==> src/rtl/fpu_serial_bridge.sv <==
// -----------------------------------------------------------------------------
// fpu_serial_bridge
//
// Serial front end for the half-precision FPU datapath.
//  - Collects two FP_WIDTH operands over IN_LANE-bit lanes, one beat at a time.
//  - Issues a single operation to the attached add/mul core with a one-cycle
//    fpu_go strobe.
//  - Waits for fpu_done. If done does not arrive within TIMEOUT cycles, the
//    transaction is aborted.
//  - Returns the result as OUT_LANE-bit beats, least significant beat first,
//    using a ready/valid handshake.
//
// Ports
//  clock, reset          rising-edge clock, synchronous active-high reset
//  in_valid, in_start    input beat present / first beat of an operand set
//  in_a, in_b, in_op     operand slices and opcode
//                        (00 add, 01 mul, 10 sub, 11 add)
//  busy                  high whenever the FSM is not idle
//  fpu_a, fpu_b          registered operands presented to the core
//  fpu_mul, fpu_go       selects the mul path / one-cycle issue strobe
//  fpu_res, fpu_flag     core result and result-valid flag
//  fpu_done              core completion strobe
//  out_data, out_valid   result slice and its valid
//  out_ready             downstream accepts the current beat
//  out_last              final result beat
//  out_flag              captured fpu_flag (forced 0 on timeout)
//  out_err               asserted on every beat of a timed-out transaction
//
// Optional feature (macro FPU_BRIDGE_ERRCNT_EN)
//  err_count [7:0]       saturating count of timeouts
//  err_clr               one-cycle clear of err_count
// -----------------------------------------------------------------------------
module fpu_serial_bridge #(
  parameter int FP_WIDTH = 16,
  parameter int IN_LANE  = 4,
  parameter int OUT_LANE = 8,
  parameter int TIMEOUT  = 15
) (
  input  logic                clock,
  input  logic                reset,
  input  logic                in_valid,
  input  logic                in_start,
  input  logic [IN_LANE-1:0]  in_a,
  input  logic [IN_LANE-1:0]  in_b,
  input  logic [1:0]          in_op,
  output logic                busy,
  output logic [FP_WIDTH-1:0] fpu_a,
  output logic [FP_WIDTH-1:0] fpu_b,
  output logic                fpu_mul,
  output logic                fpu_go,
  input  logic [FP_WIDTH-1:0] fpu_res,
  input  logic                fpu_flag,
  input  logic                fpu_done,
  output logic [OUT_LANE-1:0] out_data,
  output logic                out_valid,
  input  logic                out_ready,
  output logic                out_last,
  output logic                out_flag,
  output logic                out_err
`ifdef FPU_BRIDGE_ERRCNT_EN
  ,
  input  logic                err_clr,
  output logic [7:0]          err_count
`endif
);

  localparam int IBEATS = FP_WIDTH / IN_LANE;
  localparam int OBEATS = FP_WIDTH / OUT_LANE;
  localparam int ICW    = (IBEATS > 1) ? $clog2(IBEATS) : 1;
  localparam int OCW    = (OBEATS > 1) ? $clog2(OBEATS) : 1;
  localparam int TCW    = $clog2(TIMEOUT + 1);
  localparam logic [ICW-1:0] I_LAST = ICW'(IBEATS - 1);
  localparam logic [OCW-1:0] O_LAST = OCW'(OBEATS - 1);
  localparam logic [TCW-1:0] T_LAST = TCW'(TIMEOUT - 1);

  if ((FP_WIDTH % IN_LANE) != 0 || (FP_WIDTH % OUT_LANE) != 0 || TIMEOUT < 1) begin : g_bad_cfg
    $error("fpu_serial_bridge: FP_WIDTH must be a multiple of both lanes and TIMEOUT >= 1");
  end

  typedef enum logic [2:0] {S_IDLE, S_LOAD, S_ISSUE, S_WAIT, S_SEND} state_e;

  state_e              state_q, state_d;
  logic [ICW-1:0]      in_cnt_q, in_cnt_d;
  logic [OCW-1:0]      out_cnt_q, out_cnt_d;
  logic [TCW-1:0]      tmo_q, tmo_d;
  logic [FP_WIDTH-1:0] a_q, a_d, b_q, b_d;
  logic [1:0]          op_q, op_d;
  logic [FP_WIDTH-1:0] fpu_a_q, fpu_a_d, fpu_b_q, fpu_b_d;
  logic                fpu_mul_q, fpu_mul_d;
  logic [FP_WIDTH-1:0] res_q, res_d;
  logic                flag_q, flag_d, err_q, err_d;

  logic           capture, last_in, done_evt, timeout_evt, send_done;
  logic [ICW-1:0] beat_idx;

  // Event decode shared by the FSM and the datapath.
  always_comb begin
    capture     = in_valid && ((state_q == S_IDLE && in_start) || state_q == S_LOAD);
    beat_idx    = in_start ? '0 : in_cnt_q;
    last_in     = capture && (beat_idx == I_LAST);
    done_evt    = fpu_done && (state_q == S_ISSUE || state_q == S_WAIT);
    // Done wins over a timeout that lands in the same cycle. Counting starts
    // at 0 on the first WAIT cycle, so WAIT lasts at most TIMEOUT cycles.
    timeout_evt = (state_q == S_WAIT) && !fpu_done && (tmo_q == T_LAST);
    send_done   = (state_q == S_SEND) && out_ready && (out_cnt_q == O_LAST);
  end

  // NOTE: state registers use non-blocking assignments so that every flop
  // samples the pre-edge values of the others.
  always_ff @(posedge clock) begin
    if (reset) state_q <= S_IDLE;
    else       state_q <= state_d;
  end

  // Next-state logic.
  always_comb begin
    state_d = state_q;
    unique case (state_q)
      S_IDLE:  if (capture) state_d = last_in ? S_ISSUE : S_LOAD;
      S_LOAD:  if (last_in) state_d = S_ISSUE;
      S_ISSUE: state_d = done_evt ? S_SEND : S_WAIT;
      S_WAIT:  if (done_evt || timeout_evt) state_d = S_SEND;
      S_SEND:  if (send_done) state_d = S_IDLE;
      default: state_d = S_IDLE;
    endcase
  end

  // Datapath next values.
  always_comb begin
    // NOTE: every signal assigned in this block gets a default first; a path
    // that left one unassigned would infer a latch.
    in_cnt_d  = in_cnt_q;
    out_cnt_d = out_cnt_q;
    tmo_d     = '0;
    a_d       = a_q;
    b_d       = b_q;
    op_d      = op_q;
    fpu_a_d   = fpu_a_q;
    fpu_b_d   = fpu_b_q;
    fpu_mul_d = fpu_mul_q;
    res_d     = res_q;
    flag_d    = flag_q;
    err_d     = err_q;

    if (capture) begin
      if (in_start) begin
        // A start beat discards any partial operand set.
        a_d  = '0;
        b_d  = '0;
        op_d = in_op;
      end
      a_d[beat_idx*IN_LANE +: IN_LANE] = in_a;
      b_d[beat_idx*IN_LANE +: IN_LANE] = in_b;
      in_cnt_d = last_in ? '0 : beat_idx + 1'b1;
    end

    // Core operands are latched on the way into ISSUE. They then stay
    // constant until the result has been fully delivered.
    if (last_in) begin
      fpu_a_d   = a_d;
      fpu_b_d   = b_d;
      fpu_mul_d = (op_d == 2'b01);
      if (op_d == 2'b10) fpu_b_d[FP_WIDTH-1] = ~b_d[FP_WIDTH-1];
    end else if (send_done) begin
      fpu_a_d   = '0;
      fpu_b_d   = '0;
      fpu_mul_d = 1'b0;
    end

    if (state_q == S_WAIT && !fpu_done && !timeout_evt) tmo_d = tmo_q + 1'b1;

    if (done_evt) begin
      res_d  = fpu_res;
      flag_d = fpu_flag;
      err_d  = 1'b0;
    end else if (timeout_evt) begin
      res_d  = '0;
      flag_d = 1'b0;
      err_d  = 1'b1;
    end

    if (state_q == S_SEND && out_ready) out_cnt_d = send_done ? '0 : out_cnt_q + 1'b1;
  end

  always_ff @(posedge clock) begin
    if (reset) begin
      in_cnt_q  <= '0;
      out_cnt_q <= '0;
      tmo_q     <= '0;
      a_q       <= '0;
      b_q       <= '0;
      op_q      <= '0;
      fpu_a_q   <= '0;
      fpu_b_q   <= '0;
      fpu_mul_q <= 1'b0;
      res_q     <= '0;
      flag_q    <= 1'b0;
      err_q     <= 1'b0;
    end else begin
      in_cnt_q  <= in_cnt_d;
      out_cnt_q <= out_cnt_d;
      tmo_q     <= tmo_d;
      a_q       <= a_d;
      b_q       <= b_d;
      op_q      <= op_d;
      fpu_a_q   <= fpu_a_d;
      fpu_b_q   <= fpu_b_d;
      fpu_mul_q <= fpu_mul_d;
      res_q     <= res_d;
      flag_q    <= flag_d;
      err_q     <= err_d;
    end
  end

  // Outputs. Result-side signals are gated to zero outside SEND.
  always_comb begin
    busy      = (state_q != S_IDLE);
    fpu_go    = (state_q == S_ISSUE);
    fpu_a     = fpu_a_q;
    fpu_b     = fpu_b_q;
    fpu_mul   = fpu_mul_q;
    out_valid = (state_q == S_SEND);
    out_data  = out_valid ? res_q[out_cnt_q*OUT_LANE +: OUT_LANE] : '0;
    out_last  = out_valid && (out_cnt_q == O_LAST);
    out_flag  = out_valid && flag_q;
    out_err   = out_valid && err_q;
  end

`ifdef FPU_BRIDGE_ERRCNT_EN
  logic [7:0] err_count_q, err_count_d;

  // A clear and a timeout in the same cycle leave the count at 1.
  always_comb begin
    err_count_d = err_count_q;
    if (err_clr)                                  err_count_d = {7'd0, timeout_evt};
    else if (timeout_evt && err_count_q != 8'hFF) err_count_d = err_count_q + 8'd1;
  end

  always_ff @(posedge clock) begin
    if (reset) err_count_q <= '0;
    else       err_count_q <= err_count_d;
  end

  assign err_count = err_count_q;
`endif

endmodule
==> config.mk <==
export PLATFORM = sky130hd
export DESIGN_NAME = fpu_serial_bridge
export DESIGN_NICKNAME = d
export VERILOG_FILES = /design/src/rtl/fpu_serial_bridge.sv
export SDC_FILE = /design/constraint.sdc
export NUM_CORES = 1
export LEC_CHECK = 0
export ABC_AREA = 1
export CORE_UTILIZATION = 25
export CTS_BUF_LIST = sky130_fd_sc_hd__clkbuf_4 sky130_fd_sc_hd__clkbuf_8
export CTS_CLUSTER_DIAMETER = 60
export CTS_CLUSTER_SIZE = 25
export DETAILED_ROUTE_END_ITERATION = 12
export GPL_TIMING_DRIVEN = 1
export HOLD_SLACK_MARGIN = 0.03
export PLACE_DENSITY = 0.47
export SLEW_MARGIN = 20
export SYNTH_ARGS = -nofsm -noshare
export SYNTH_HDL_FRONTEND = slang
export SYNTH_SLANG_ARGS = --single-unit
==> constraint.sdc <==
create_clock -name clock -period 1.7 [get_ports clock]
set_input_delay 0.17 -clock clock [delete_from_list [all_inputs] [get_ports clock]]
set_output_delay 0.17 -clock clock [all_outputs]
set_load 0.01 [all_outputs]
* Word-level counts from Yosys, hierarchy flattened
Index checks and enable logic that the tools add are counted.
Operators by class: multiply operators 0, divide/modulo/power cells 0, multiplexer cells 31, bitwise gates (word level) 2, shift-type cells 4, reductions and logical operators 24, $add $sub $neg 4, magnitude comparators 0, eq/ne operators 12
Operators by type and width (number):
- $mux 16 | 11
- $shiftx 4x34->16 | 2
- $neg 4->34 | 1
- $shift 4x34->16 const A | 1
- $bwmux 16 | 2
- $shiftx 16x5->8 | 1
- $mux 3 | 5
- $pmux 3 s5 | 1
- $logic_and 1x1->1 | 12
- $mux 2 | 5
- $mux 8 | 1
- $eq 3x2->1 const B | 2
- $mux 1 | 6
- $add 4x1->4 const B | 1
- $eq 2x2->1 const B | 2
- $eq 4x4->1 const B | 1
- $ne 2x1->1 const B | 2
- $ne 2x2->1 const B | 2
- $reduce_and 4->1 | 1
- $reduce_bool 2->1 | 2
- $reduce_or 2->1 | 2
- $eq 3x1->1 const B | 1
- $eq 3x3->1 const B | 1
- $logic_not 3->1 | 1
- other kinds (7) | 11
Storage, ports and cells: logic and storage cells 90, output and inout port bits 47, latch bits 0, flip-flop bits (word level) 95, bits of input ports 33, memory bits (read-only) 0, bits in writable memories 0, memories 0

* Longest topological paths before layout
depth after elaboration 10, mapped depth 12, gate-level depth less buffers 12

* Worst setup path before layout
Ideal clock, no wire load.
path type register -> register, start register in_cnt_q[0], end register a_q[4], path slack -0.107 ns, data arrival time 1.737 ns, library setup time 0.070 ns, clock period less this slack 1.807 ns, path buffers 1, required time 1.630 ns, stages on the path, launching flop included 9, cell sequence dfxtp_1 -> nand2_2 -> clkinv_1 -> ha_1 -> or2_2 -> buf_1 -> o22ai_1 -> o21ai_0 -> a21oi_1
On the way: cells in the longest elaborated chain, start to end 5, elaborated cells on any way between the ends 6, classes of those cells add/sub: 1; shift: 2; mux: 3
Ends and longest elaborated chain:
- start: declaration | line 83 | logic [ICW-1:0] in_cnt_q, in_cnt_d;
- start signal: assignment | line 200 | in_cnt_q <= in_cnt_d;
- $mux 2 * | line 99 | beat_idx = in_start ? '0 : in_cnt_q;
- $neg 4->34 * | line 152 | a_d[beat_idx*IN_LANE +: IN_LANE] = in_a;
- $shiftx 4x34->16 or $shift 4x34->16 (tied branches) | line 152
- $bwmux 16 * | line 152
- $mux 16 * | line 145 | if (capture) begin
- end signal: assignment | line 190 | a_q <= '0;
- end signal: assignment | line 203 | a_q <= a_d;
- end: declaration | line 86 | logic [FP_WIDTH-1:0] a_q, a_d, b_q, b_d;
Mark *: on every way between the ends. The rest lies on a longest branch, timed or not. A chain may end at the register's enable or synchronous reset.

* Final worst setup path
start register in_cnt_q[0], end register fpu_b_q[1] (netlist: fpu_b[1])
On the way: cells in the longest elaborated chain, start to end 6, elaborated cells on any way between the ends 10, classes of those cells add/sub: 1; eq/ne: 1; shift: 2; mux: 4; reduce/logical: 2
Ends and longest elaborated chain:
- $mux 2 * | line 99
- $neg 4->34 | line 153 | b_d[beat_idx*IN_LANE +: IN_LANE] = in_b;
- $shiftx 4x34->16 or $shift 4x34->16 (tied branches) | line 153
- $bwmux 16 | line 153
- $mux 16 | line 145
- $mux 16 | line 159 | if (last_in) begin
- end signal: assignment | line 207 | fpu_b_q <= fpu_b_d;
- end: declaration | line 88 | logic [FP_WIDTH-1:0] fpu_a_q, fpu_a_d, fpu_b_q, fpu_b_d;
Marks and branches as above.

==> out/results.ini <==
[critical_path]
worstPathRequired_ns=1.93
crit_family=buffers and inverters
path_cells=nand2_4, inv_4, ha_4, inv_1, buf_4, nor2_8, inv_2, nand2_2, clkinv_4, clkbuf_16, nand2_1, a21oi_1
crit_buf_inv=6
slowest_stage=dfxtp_2
cp_data_arrival_time_ns=1.87
worstSetupPathType=reg2reg
reg2reg_depth=12
reg2reg_to=fpu_b[1]$_SDFFE_PP0P_
rrSetupSlack_ns=0.06
worst_setup_path_start_kind=flip-flop
cp-end-kind=flip-flop
slowest_delay_ns=0.37
cp_max_fo=6
reg2reg_from=in_cnt_q[0]$_SDFFE_PP0N_

[sta]
setup_slack_ns=0.0609
tightest_slew_ns=0.645
grt_setup_unrepaired=true
slew_viol_final=0
fin_setup_tns_ns=0
final.min_clock_period_ns=1.64
hold_viol_final=0
relSlewSlack=0.570
setup_violations=0
max_freq_mhz=610
clock_skew_ns=0.0122
finalCritPeriodShare=0.964

[detailed_routing]
wl_per_cell_um=14.1
drt-vias-per-instance=4.53
vias=4016
drt_pre_antenna_iters=5
drt-initial-drc-count=162
remaining_drc_errors=0
ant_nets=0
wl_um=12500

[layout]
drive_above_1_share=0.190
area_growth_pct=45.0
fin_cells=886
post-route-util=0.371
design_area_um2=5890
finalNetCount=706
diodes=0
layout_common_cells=nand2_1, a21oi_1, dfxtp_1, clkdlybuf4s50_1, inv_1
fillCellCount=1692
final_common_cell=nand2_1

[clock_tree]
cts_tree=done
numCtsBuffers=9
cts_max_level=3
root_buffer=clkbuf_8
clock-sinks=95
clk_latency_ns=0.37
cts_hold_buffers=0
clkSlewWorstSetupHoldPaths_ns=0.09
cts_buffer_depth=2

[die]
core_um2=15900
die_h_um=129
io_pins=80
die_x_um=129
fp.dieArea_um2=16800
core.rowCount=46
start_util=0.256

[hold_path]
hold_end=state_q[0]$_SDFFE_PP0P_
hp-class=in2reg
whs_path_depth=4
worstHoldStart=reset

[synthesis]
synthesis.area_um2=4060
ys_seq_area_frac=0.468
synth_top_cell_by_area=dfxtp_1
synth-edff-count=0
synth_warnings=0
synthCells=556
yosysUniqueCellTypes=29
yosys_most_used_dff=dfxtp_1
ys_ff_latch=95
synthArstFlopShare=0
avgSynthCellArea_um2=7.31
synth.top_cell.area_share=0.468
synth_area_leaders=dfxtp_1, nand2_1, a21oi_1
syn_nets=596

[global_route]
grt_usage=0.145
grt_pass1_vias=3812
grt_pass1_wl_um=18900
antenna_found_initial=0
grt_start_max_net_pins=56
gr-total-overflow=0

[place]
dpl-instance-area_um2=5360
place_hpwl_um=8540
place_ws_ns=-0.508
place.gp.congestion=0.805
io_buffers=79
place_inst=865

[power_and_ir_drop]
p_leak_nw=2.16
irDropWorstVdd_v=0.000484
power.density_nw_per_um2=1080

[flow_run]
maxCapViolations=0

[status]
status=finished clean

[worst max-delay path by stage]
stage / to / start / slack, ns / cells past startpoint
after global routing: b_q[11]$_SDFF_PP0_ / in_cnt_q[1]$_SDFFE_PP0N_ / -0.04 / 9
after detailed placement: b_q[4]$_SDFF_PP0_ / in_start / -0.51 / 9
after CTS: out_data[4] / state_q[1]$_SDFFE_PP0P_ / 0.004 / 5
final: fpu_b[1]$_SDFFE_PP0P_ / in_cnt_q[0]$_SDFFE_PP0N_ / 0.06 / 12
after floorplan: a_q[4]$_SDFF_PP0_ / in_cnt_q[0]$_SDFFE_PP0N_ / 0.05 / 8
after global placement: b_q[11]$_SDFF_PP0_ / in_start / -0.52 / 11
[cells by family (layout without fill, tap and decap cells)]
family          Yosys count  count (layout)  synth area share
simple gates            199             199             0.198
compound gates          169             169             0.220
flops                    95              95             0.468
xor+xnor                  2               2           0.00431
fa+ha+maj                 7               7            0.0216
buf+inv                  84             198            0.0881
[where the power goes]
group          leakage [nW]  internal (mW)  total (mW)  switching (mW)
sequential            0.774           2.50        2.61           0.108
clock                 0.120           1.00        1.79           0.789
combinational          1.27          0.837        1.97            1.14
total                  2.16           4.34        6.37            2.03
[final cells by class]
class	instances	area, um^2	share of cell area
clock buffer	11	139	0.0236
clock inverter	4	95.1	0.0161
inverter	57	223	0.0378
multi-input combinational	377	2030	0.345
sequential	95	1910	0.324
tap	216	270	0.0459
timing repair buffer	126	1220	0.208
[routing by layer]
layer  global-route usage  vias up  wire length, um
met5                    0        -                0
met4               0.0636        0              228
met3               0.0219       18              425
met1                0.191     1868             5950
met2                0.237       81             5880
li1                     -     2049                -
[cell usage after synthesis, drive strengths merged (2+ instances only)]
cell type	instances
clkbuf	13
nand4	2
dfxtp	95
o21ai	37
nor2	25
clkinv	4
a21oi	97
nand2	156
buf	14
ha	7
inv	53
nand3	12
nor3	2
o22ai	32
[per-stage QoR]
| stage | total power, mW | hold WS [ns] |
|---|---|---|
| after floorplan | 3.72 | 0.318 |
| after global placement | 4.40 | 0.438 |
| after detailed placement | 4.43 | 0.445 |
| after CTS | 6.28 | 0.222 |
| after global routing | 6.77 | 0.277 |
| final | 6.37 | 0.234 |
[repair_timing]
action | CTS | global route
cloned | 0 | 3
pin swaps | 1 | 11
endpoints found under the setup margin | 64 | 67
buffers inserted | 1 | 2
gates resized for setup | 27 | 70
[state kept, by name, indices dropped and copies added, names as in the netlist, 2 cells and up]
| register | count |
|---|---|
| state_q | 3 |
| op_q | 2 |
| a_q | 16 |
| in_cnt_q | 2 |
| b_q | 16 |
| fpu_a | 16 |
| res_q | 16 |
| tmo_q | 4 |
| fpu_b | 16 |
[worst min-delay path, stage by stage]
cell	delay, ns
buf_2	0.09
clkinv_1	0.16
nand2_1	0.12
a21oi_1	0.04
Power figures use the tool's default switching activity.
